File: src/rtl/polybius_digit_serializer.sv
// Captures one Polybius-encrypted message and streams it out as ASCII digit pairs
// separated by SEP_CHAR, one character per valid/ready transfer.
module polybius_digit_serializer #(
    parameter int          MSG_LEN  = 6,
    parameter logic [7:0]  SEP_CHAR = 8'h20
) (
    input  logic                   clk,
    input  logic                   rst_n,
    input  logic                   in_valid,
    output logic                   in_ready,
    input  logic [8*MSG_LEN-1:0]   in_text,
    output logic                   out_valid,
    input  logic                   out_ready,
    output logic [7:0]             out_data,
    output logic                   out_last,
    output logic                   err
);

    localparam int              IW       = (MSG_LEN > 1) ? $clog2(MSG_LEN) : 1;
    localparam logic [IW-1:0]   LAST_IDX = IW'(MSG_LEN - 1);

    typedef enum logic [1:0] {IDLE, TENS, UNITS, SEP} state_t;

    state_t                    state, state_nxt;
    logic [MSG_LEN-1:0][7:0]   msg;
    logic [IW-1:0]             idx;
    logic                      err_q;
    logic [7:0]                code, tens, units;
    logic                      code_ok;
    logic                      accept, xfer;

    assign code    = msg[idx];
    assign tens    = code / 8'd10;
    assign units   = code % 8'd10;
    assign code_ok = (code <= 8'd99) && (tens >= 8'd1) && (tens <= 8'd5)
                     && (units >= 8'd1) && (units <= 8'd5);

    assign accept = in_valid && in_ready;
    assign xfer   = out_valid && out_ready;

    // err_q latches the bad code one edge late; OR-ing in the TENS decode makes
    // err visible in the same cycle the '?' is first presented.
    assign err = err_q || ((state == TENS) && !code_ok);

    always_ff @(posedge clk or negedge rst_n) begin
        if (!rst_n) begin
            state <= IDLE;
            msg   <= '0;
            idx   <= '0;
            err_q <= 1'b0;
        end else begin
            state <= state_nxt;
            if (accept) begin
                msg   <= in_text;
                idx   <= '0;
                err_q <= 1'b0;
            end else begin
                if ((state == TENS) && !code_ok)
                    err_q <= 1'b1;
                if ((state == SEP) && xfer)
                    idx <= idx + 1'b1;
            end
        end
    end

    always_comb begin
        state_nxt = state;
        in_ready  = 1'b0;
        out_valid = 1'b1;
        out_data  = 8'h00;
        out_last  = 1'b0;
        case (state)
            IDLE: begin
                in_ready  = 1'b1;
                out_valid = 1'b0;
                if (in_valid)
                    state_nxt = TENS;
            end
            TENS: begin
                out_data = code_ok ? (8'h30 + tens) : 8'h3F;
                if (out_ready)
                    state_nxt = UNITS;
            end
            UNITS: begin
                out_data = code_ok ? (8'h30 + units) : 8'h3F;
                out_last = (idx == LAST_IDX);
                if (out_ready)
                    state_nxt = (idx == LAST_IDX) ? IDLE : SEP;
            end
            SEP: begin
                out_data = SEP_CHAR;
                if (out_ready)
                    state_nxt = TENS;
            end
            default: state_nxt = IDLE;
        endcase
    end

endmodule

File: config.mk
export PLATFORM = sky130hd
export DESIGN_NAME = polybius_digit_serializer
export DESIGN_NICKNAME = d
export VERILOG_FILES = /design/src/rtl/polybius_digit_serializer.sv
export SDC_FILE = /design/constraint.sdc
export NUM_CORES = 1
export LEC_CHECK = 0
export CAP_MARGIN = 10
export CORE_ASPECT_RATIO = 0.75
export CORE_MARGIN = 5
export CORE_UTILIZATION = 30
export CTS_CLUSTER_SIZE = 25
export DETAILED_ROUTE_END_ITERATION = 7
export PLACE_DENSITY = 0.53
export SLEW_MARGIN = 20
export SYNTH_ARGS = -nofsm -noshare
export SYNTH_HDL_FRONTEND = slang
export SYNTH_SLANG_ARGS = --single-unit
File: constraint.sdc
create_clock -name clk -period 13 [get_ports clk]
set_clock_uncertainty 0.1 [all_clocks]
set_input_delay 3.25 -clock clk [delete_from_list [all_inputs] [get_ports clk]]
set_output_delay 3.25 -clock clk [all_outputs]
set_load 0.02 [all_outputs]
==> metrics.txt <==
Max Cap Viol=0; Die W=139 µm; io pins=64; Seq/Total Area, Yosys=0.359; vias in the first global route=2990; reg2reg start=idx[0]$_DFFE_PN0P_; DR pass1 iterations=5; Synth-to-Final Area Change=22.4%; RR Endpoint=err_q$_DFFE_PN0P_; Syn Area/Cell=10.0 µm²; Post-Syn Area=3760 µm²; Num CTS Buffers=5; min cycle time layout=9090 ps; CTS Buffer Depth=2; root buf cell=clkbuf_16; fmax=110 MHz; Site Rows=35; share of cells above drive strength 1=0.198; Tot GR Track Use=0.128; via count=3109; post-route ant nets=0; TNS Setup=0 ps; Worst Path Required=9650 ps; Seq cells post-synth=54; Mapped Cells=376; post-route setup slack=3910 ps; Worst Path Max Fanout=26; Worst setup endpoint=out_data[6]; Final setup viols=0; Post-synth ARST share=1.00; die area=14900 µm²; grt total ovfl=0; Die H=107 µm; worst r2r path cells=16; Setup Fix Bufs, Post-CTS=0; Final period util=0.699; Synth top cells by count=dfrtp_1 (54), mux2_2 (49), nand2_1 (29); number of synthesized flops with an enable pin=0; cell accounting for the most synthesized area=dfrtp_1; Startpoint Class=register; post-route cell area=4610 µm²; top cells by area, synth=dfrtp_1 (36%), mux2_2 (15%), mux2i_1 (5.3%); worst stage delay on the critical path=790 ps; hold-fix buffer count after cts=0; WS Path Type=reg -> out; status=complete, no violations; count leader, synth=dfrtp_1; Max Slew Vio Count=0; wirelength, routed=9.75 mm; worst reg2reg setup slack=8040 ps; starting density of the core=0.306; antenna violations before repair=0; H-tree depth=2; worst hold path type=reg -> reg; clock latency on the worst-skew pair=290 ps; final RePlAce weighted congestion=0.839; diodes inserted=0; ys flop type=dfrtp_1; core area=12300 µm²; CTS tree=built; Max transition margin=0.327; largest net degree at the start of global routing=55; drt drc=0; final hold vios=0; HP Start=err_q$_DFFE_PN0P_; number of port buffers=62; Clock Sinks=54; top-area cell type share of the netlist area=0.359; Worst-Margin Slew=1010 ps; Netlist cell types=67; start point of the critical path=idx[0]$_DFFE_PN0P_; clock-pin slew on the worst setup and hold paths=70 ps; drt wl/cell=16.5 µm; first-pass GRT wire length=15.7 mm; First DRT Iteration DRCs=211; Vias/cell=5.27; syn_nets=438; dpl cell area=4460 µm²; Yosys warnings=0; CP max-delay cell=nor2_1; RSZ-0062 raised after global routing=false; critical path capture point type=output port; Place WS=4320 ps; post_cts resized=0; most common cell type on the critical path=nor2_1; Worst EP arrival=5740 ps; Layout Nets=485; post-DP HPWL=7.33 mm; Critical Path, Cell by Cell=buf_4 -> mux2i_1 -> o22ai_1 -> nor2_1 -> nand3_1 -> nand2b_1 -> a2111oi_4 -> o31ai_2 -> and2_1 -> o21bai_1 -> ha_1 -> nor2_1 -> a311oi_1 -> o211ai_2 -> nor3_4 -> and3_1 -> clkdlybuf4s50_1
==> worst min-delay path by stage <==
stage / to / slack [ps] / cells after the start
floorplan: err_q$_DFFE_PN0P_ / 350 / 2
global placement: err_q$_DFFE_PN0P_ / 380 / 2
detailed placement: err_q$_DFFE_PN0P_ / 380 / 2
CTS: err_q$_DFFE_PN0P_ / 400 / 2
global route: msg[46]$_DFFE_PN0P_ / 420 / 1
finish: err_q$_DFFE_PN0P_ / 380 / 2
==> routing by layer <==
metal,track usage,wire [µm]
met1,0.185,4840
met2,0.191,4190
met3,0.0374,644
met4,0.0251,77
met5,0,0
==> final cells by class <==
class	count	area [µm²]
fillers	1186	7700
clock inverters	1	5.00
well taps	166	208
repair buffers	67	653
clock buffers	7	143
inverters	9	33.8
multi-input cells	286	2210
flip-flops and latches	54	1350
==> per-stage QoR <==
stage / util / std cells / hold WS, ps
CTS: 0.374 / 590 / 395
global placement: 0.362 / 582 / 384
detailed placement: 0.362 / 582 / 381
floorplan: - / 376 / 350
global route: 0.374 / 590 / 425
finish: 0.374 / 590 / 385
==> critical path: cells and delay by family, from the launching register on <==
family	cells	cell delay, ps
flip-flops	1	470
buffers and inverters	2	1010
adder cells (fa/ha/maj)	1	240
AND/OR/NAND/NOR	7	2190
AO/OA/AOI/OAI	6	1260
multiplexers	1	250
==> state kept, by name (all words and copies together) (netlist names) <==
| name | flops |
|---|---|
| state | 2 |
| err_q | 1 |
| idx | 3 |
| msg | 48 |
==> cell usage in the layout, fill, tap and decap left out, types with 3 or more instances in the layout <==
cell             count
and3_1               5
o211ai_1             8
xnor2_1              3
o22ai_1              6
nor3_1              10
nand3_1             12
nor2_1              24
nand2b_1             4
ha_1                10
a211o_1              3
a211oi_1             6
dfrtp_1             54
clkdlybuf4s50_1     61
o22a_1               3
mux2i_1             20
mux2_2              49
nand2_1             28
o21ai_0             13
a21oi_1             14
nand4_1              4
inv_1                9
o31ai_1              5
or2_2                4
buf_4                5
clkbuf_16            5
o311ai_0             3
a311oi_1             3
==> logic make-up after synthesis <==
family / Yosys count / share of synthesized area
buf+inv: 36 / 0.0532
other cells: 2 / 0.00200
flops: 54 / 0.359
simple gates: 106 / 0.139
xor+xnor: 3 / 0.00698
compound gates: 91 / 0.186
fa+ha+maj: 11 / 0.0362
mux: 73 / 0.218
Power is left out: the tool's default activity adds up to more than one toggle a clock period on the data nets, which glitch-free logic cannot reach.
